$ cat src/rtl/axil_mini_responder.sv
// AXI-lite-style register-file responder: 2**ADDR_W registers of DATA_W bits,
// independent write (AW/W/B) and read (AR/R) paths, one write outstanding at a time.
module axil_mini_responder #(
  parameter int                ADDR_W    = 3,
  parameter int                DATA_W    = 4,
  parameter logic [DATA_W-1:0] RESET_VAL = '0
) (
  input  logic              clk,
  input  logic              rst,
  input  logic              aw_valid,
  output logic              aw_ready,
  input  logic [ADDR_W-1:0] aw_addr,
  input  logic              w_valid,
  output logic              w_ready,
  input  logic [DATA_W-1:0] w_data,
  output logic              b_valid,
  input  logic              b_ready,
  input  logic              ar_valid,
  output logic              ar_ready,
  input  logic [ADDR_W-1:0] ar_addr,
  output logic              r_valid,
  input  logic              r_ready,
  output logic [DATA_W-1:0] r_data,
  output logic [3:0]        wr_count
);

  localparam int DEPTH = 2 ** ADDR_W;

  // Handshake rule for every channel: a transfer happens at a rising edge where
  // valid and ready are both high; valid, once raised, holds until that edge.

  logic [DATA_W-1:0] mem [DEPTH];

  logic              aw_full;
  logic [ADDR_W-1:0] aw_q;
  logic              w_full;
  logic [DATA_W-1:0] w_q;

  logic              aw_hs;
  logic              w_hs;
  logic              b_hs;
  logic              ar_hs;
  logic              r_hs;
  logic              commit;
  logic [ADDR_W-1:0] commit_addr;
  logic [DATA_W-1:0] commit_data;

  assign aw_ready = !aw_full && !b_valid;
  assign w_ready  = !w_full && !b_valid;
  assign ar_ready = !r_valid;

  assign aw_hs = aw_valid && aw_ready;
  assign w_hs  = w_valid && w_ready;
  assign b_hs  = b_valid && b_ready;
  assign ar_hs = ar_valid && ar_ready;
  assign r_hs  = r_valid && r_ready;

  // A held half and a live half may combine, so take each from wherever it is.
  assign commit      = (aw_full || aw_hs) && (w_full || w_hs) && !b_valid;
  assign commit_addr = aw_full ? aw_q : aw_addr;
  assign commit_data = w_full ? w_q : w_data;

  always_ff @(posedge clk) begin
    if (rst) begin
      for (int i = 0; i < DEPTH; i++) begin
        mem[i] <= RESET_VAL;
      end
    end else if (commit) begin
      mem[commit_addr] <= commit_data;
    end
  end

  always_ff @(posedge clk) begin
    if (rst) begin
      aw_full  <= 1'b0;
      aw_q     <= '0;
      w_full   <= 1'b0;
      w_q      <= '0;
      b_valid  <= 1'b0;
      wr_count <= 4'd0;
    end else begin
      if (aw_hs) begin
        aw_q <= aw_addr;
      end
      if (w_hs) begin
        w_q <= w_data;
      end
      if (commit) begin
        aw_full  <= 1'b0;
        w_full   <= 1'b0;
        b_valid  <= 1'b1;
        wr_count <= wr_count + 4'd1;
      end else begin
        if (aw_hs) begin
          aw_full <= 1'b1;
        end
        if (w_hs) begin
          w_full <= 1'b1;
        end
        if (b_hs) begin
          b_valid <= 1'b0;
        end
      end
    end
  end

  // The read samples mem before any same-edge commit lands: no write-to-read bypass.
  always_ff @(posedge clk) begin
    if (rst) begin
      r_valid <= 1'b0;
      r_data  <= '0;
    end else if (ar_hs) begin
      r_valid <= 1'b1;
      r_data  <= mem[ar_addr];
    end else if (r_hs) begin
      r_valid <= 1'b0;
    end
  end

endmodule

$ cat config.mk
export PLATFORM = sky130hd
export DESIGN_NAME = axil_mini_responder
export DESIGN_NICKNAME = d
export VERILOG_FILES = /design/src/rtl/axil_mini_responder.sv
export SDC_FILE = /design/constraint.sdc
export NUM_CORES = 1
export LEC_CHECK = 0
export BUFFER_PORTS_ARGS = -buffer_cell sky130_fd_sc_hd__buf_2
export CORE_UTILIZATION = 35
export CTS_CLUSTER_SIZE = 24
export DETAILED_ROUTE_END_ITERATION = 10
export GPL_ROUTABILITY_DRIVEN = 1
export HOLD_SLACK_MARGIN = 0.1
export PLACE_DENSITY = 0.61
export SYNTH_ARGS = -nofsm -noshare
export SYNTH_HDL_FRONTEND = slang
export SYNTH_SLANG_ARGS = --single-unit
export TNS_END_PERCENT = 1
$ cat constraint.sdc
create_clock -name clk -period 2 [get_ports clk]
set_input_delay 0.1 -clock clk [delete_from_list [all_inputs] [get_ports clk]]
set_output_delay 0.1 -clock clk [all_outputs]
set_load 0.005 [all_outputs]
==> out/metrics.json <==
{
  "clock_sink_count": {"value": 51},
  "final_sum_of_negative_setup_slack": {"value": 0, "unit": "ns"},
  "worst-r2r-cell-count": {"value": 3},
  "busiest_layer": {"value": "met2"},
  "cp_max_fo": {"value": 13},
  "synthesis.area_per_instance": {"value": 12.0, "unit": "um^2"},
  "launching_point_of_the_worst_reg2reg_path": {"value": "aw_full$_SDFFE_PP0P_"},
  "vias_per_cell": {"value": 5.06},
  "dieHeight": {"value": 84.2, "unit": "um"},
  "cts.reportedPaths.clkPinSlew": {"value": 0.09, "unit": "ns"},
  "achievable-frequency": {"value": 0.551, "unit": "GHz"},
  "detail_route.iter0.violations": {"value": 86},
  "drc_errors": {"value": 6},
  "result_of_the_run": {"value": "finished with violations"},
  "synthesis.instances": {"value": 197},
  "boundaryPins": {"value": 30},
  "yosysTopAreaCellShare": {"value": 40.6, "unit": "%"},
  "grt_use_met1": {"value": 20.1, "unit": "%"},
  "clock_tree_from_tritoncts": {"value": "done"},
  "timing.max_cap.violations": {"value": 0},
  "antenna_found_initial": {"value": 0},
  "synth_warnings": {"value": 0},
  "finish.net_count": {"value": 264},
  "power": {"value": 0.00220, "unit": "W"},
  "worst_ep_required_time": {"value": 1.97, "unit": "ns"},
  "hold_path_depth": {"value": 3},
  "final.min_clock_period": {"value": 1.81, "unit": "ns"},
  "clk_path_buf_depth": {"value": 2},
  "grt_pass1_wl": {"value": 8.02, "unit": "mm"},
  "floorplan.initialDensity": {"value": 36.8, "unit": "%"},
  "track_usage": {"value": 14.5, "unit": "%"},
  "setup.worst_path.class": {"value": "in -> reg"},
  "crit_chain": {"value": "dlygate4sd3_1 > buf_2 > mux2i_1 > or4_4 > o21ai_1"},
  "grtUsageMet3": {"value": 3.83, "unit": "%"},
  "hold_path_class": {"value": "in -> reg"},
  "synth_top_cells_by_count": {"value": "sky130_fd_sc_hd__edfxtp_1 (32), sky130_fd_sc_hd__nor3_1 (30), sky130_fd_sc_hd__mux2i_1 (28)"},
  "rsz0062_at_grt": {"value": "no"},
  "ys.flop_type": {"value": "sky130_fd_sc_hd__edfxtp_1"},
  "floorplan.core_area": {"value": 6420, "unit": "um^2"},
  "ys_async_sr_fraction": {"value": 0, "unit": "%"},
  "synthDistinctLibCells": {"value": 32},
  "wp_data_arrival": {"value": 1.78, "unit": "ns"},
  "postRouteAntennaNets": {"value": 0},
  "grt_start_max_net_pins": {"value": 21},
  "portbufs": {"value": 29},
  "n_antenna_cell": {"value": 0},
  "post_route_design_area": {"value": 2840, "unit": "um^2"},
  "layout-area-overhead-vs-synth": {"value": 20.1, "unit": "%"},
  "worstSetupStartpointType": {"value": "input pin"},
  "netSwitchingPower": {"value": 0.000579, "unit": "W"},
  "fraction_of_layout_instances_using_a_drive_strength_above_1": {"value": 26.3, "unit": "%"},
  "power.share.sequential": {"value": 54.8, "unit": "%"},
  "totalWireLength": {"value": 4.73, "unit": "mm"},
  "fp-row-count": {"value": 29},
  "detail_route.wl_per_cell": {"value": 14.6, "unit": "um"},
  "timing.critical_path.slowest_stage_cell": {"value": "sky130_fd_sc_hd__or4_4"},
  "fp.dieW": {"value": 84.2, "unit": "um"},
  "synth_fp_nets": {"value": 215},
  "fp.dieArea": {"value": 7090, "unit": "um^2"},
  "timing.max_slew.rel_slack": {"value": 65.4, "unit": "%"},
  "post-cts-setup-buffer-count": {"value": 0},
  "worst_slew_pin_slew": {"value": 0.518, "unit": "ns"},
  "power_switching_share": {"value": 26.3, "unit": "%"},
  "ys_top_cells_by_area": {"value": "sky130_fd_sc_hd__edfxtp_1 (41%), sky130_fd_sc_hd__dfxtp_1 (16%), sky130_fd_sc_hd__mux2i_1 (12%), sky130_fd_sc_hd__nor3_1 (6.3%), sky130_fd_sc_hd__mux4_2 (3.8%)"},
  "crit-reg2reg-capture": {"value": "mem[3][0]$_SDFFCE_PN0P_"},
  "irDropWorstVdd": {"value": 0.321, "unit": "mV"},
  "clock_tree.root_cell": {"value": "sky130_fd_sc_hd__clkbuf_8"},
  "min_delay_worst_endpoint": {"value": "wr_count[3]$_SDFFE_PP0P_"},
  "via_count_of_the_first_global_routing_pass": {"value": 1628},
  "ys_seq_area_share": {"value": 56.7, "unit": "%"},
  "drv_slew": {"value": 0},
  "dp_hpwl": {"value": 3.38, "unit": "mm"},
  "ctsResizeCount": {"value": 0},
  "vias": {"value": 1640},
  "cp-end-kind": {"value": "flip-flop"},
  "yosysTopAreaCell": {"value": "sky130_fd_sc_hd__edfxtp_1"},
  "post-route-util": {"value": 44.2, "unit": "%"},
  "power.density": {"value": 774, "unit": "nW/um^2"},
  "grt.met2_usage": {"value": 23.1, "unit": "%"},
  "max_stage_delay": {"value": 0.59, "unit": "ns"},
  "crit_buf_inv": {"value": 2},
  "synth_edf_count": {"value": 32},
  "hold_start": {"value": "rst"},
  "netlist_area": {"value": 2370, "unit": "um^2"},
  "internal_power": {"value": 0.00162, "unit": "W"},
  "cts-buffers-inserted": {"value": 5},
  "postSynthRegisterBits": {"value": 51},
  "finalHoldViolCount": {"value": 0},
  "period_share": {"value": 90.7, "unit": "%"},
  "total_leakage_power": {"value": 1.08, "unit": "nW"},
  "final_weighted_congestion_in_routability_driven_placement": {"value": 0.788},
  "final.setup_skew": {"value": 0.00872, "unit": "ns"},
  "grt.overflow.total": {"value": 0},
  "failing_checks": {"value": "DRC"},
  "cts.htree.levels": {"value": 2},
  "postPlaceCellArea": {"value": 2640, "unit": "um^2"},
  "reg2reg_slack": {"value": 0.23, "unit": "ns"},
  "critical-path-top-delay-family": {"value": "buffers and inverters"},
  "clock_latency": {"value": 0.31, "unit": "ns"},
  "synthMostInstantiatedCell": {"value": "sky130_fd_sc_hd__edfxtp_1"},
  "power_frac_comb": {"value": 16.5, "unit": "%"},
  "drt-pass1-iter-count": {"value": 7},
  "power_frac_clock": {"value": 28.6, "unit": "%"},
  "cts_hold_buffers": {"value": 10},
  "setup_viol": {"value": 0}
}
[layout make-up]
type | count | area (um^2)
repair buffers | 55 | 365
clock inverters | 2 | 15.0
multi-input cells | 127 | 918
inverters | 6 | 22.5
well taps | 77 | 96.3
fillers | 585 | 3580
flip-flops and latches | 51 | 1340
clock buffers | 6 | 82.6
[power by group through the flow]
stage	Clock, W	Combinational (W)	Sequential [W]
floorplan	0	0.000224	0.00122
global placement	0	0.000346	0.00123
detailed placement	0	0.000348	0.00123
CTS	0.000642	0.000365	0.00121
global route	0.000684	0.000402	0.00121
finish	0.000630	0.000364	0.00121
[kinds of logic (layout without fill, tap and decap cells)]
family,Yosys count,in the layout,synth area share (%)
adders and majority gates,1,1,0.529
and+or+nand+nor,62,62,14.4
buffers and inverters,19,69,4.49
AOI/OAI and AO/OA,32,32,8.25
DFF,51,51,56.7
muxes,32,32,15.7
[flip-flops by register name, indices dropped and copies added (netlist names)]
signal,flops
r_data,4
wr_count,4
aw_full,1
mem,32
r_valid,1
b_valid,1
w_q,4
w_full,1
aw_q,3
[worst max-delay path by stage]
stage | start | to | slack [ns] | cells after the start
floorplan | w_full$_SDFFE_PP0P_ | mem[5][0]$_SDFFCE_PN0P_ | 0.22 | 5
global placement | aw_full$_SDFFE_PP0P_ | mem[5][0]$_SDFFCE_PN0P_ | 0.31 | 3
detailed placement | aw_full$_SDFFE_PP0P_ | mem[5][2]$_SDFFCE_PN0P_ | 0.26 | 3
CTS | aw_addr[0] | mem[5][2]$_SDFFCE_PN0P_ | 0.23 | 5
global route | aw_addr[0] | mem[5][2]$_SDFFCE_PN0P_ | 0.12 | 5
finish | aw_addr[0] | mem[3][0]$_SDFFCE_PN0P_ | 0.19 | 5
[tightest hold or removal path: cells and delay by family]
kind            cells  cell delay [ns]
buf+inv             2             0.32
compound gates      1             0.05
[placed cells by master, fill, tap and decap left out, drive strengths merged, types with 7 or more instances in the layout]
cell type	Yosys	layout
buf	6	45
a21oi	8	8
o21ai	14	14
nor3	34	34
edfxtp	32	32
mux2i	28	28
dfxtp	19	19
nor2	16	16
dlygate4sd3	0	10
inv	6	7
[metal layers]
layer / vias up / wire length, um
met3: 2 / 143
met1: 769 / 2410
met5: - / 0
met2: 31 / 2160
li1: 838 / -
met4: 0 / 13
[metrics by stage]
step	hold slack [ns]	std cells	setup WS (ns)
after floorplan	0.169	197	0.220
after global placement	0.292	306	0.310
after detailed placement	0.293	306	0.256
after CTS	0.197	324	0.227
after global routing	0.217	324	0.115
final	0.203	324	0.186
Power figures use the tool's default switching activity.
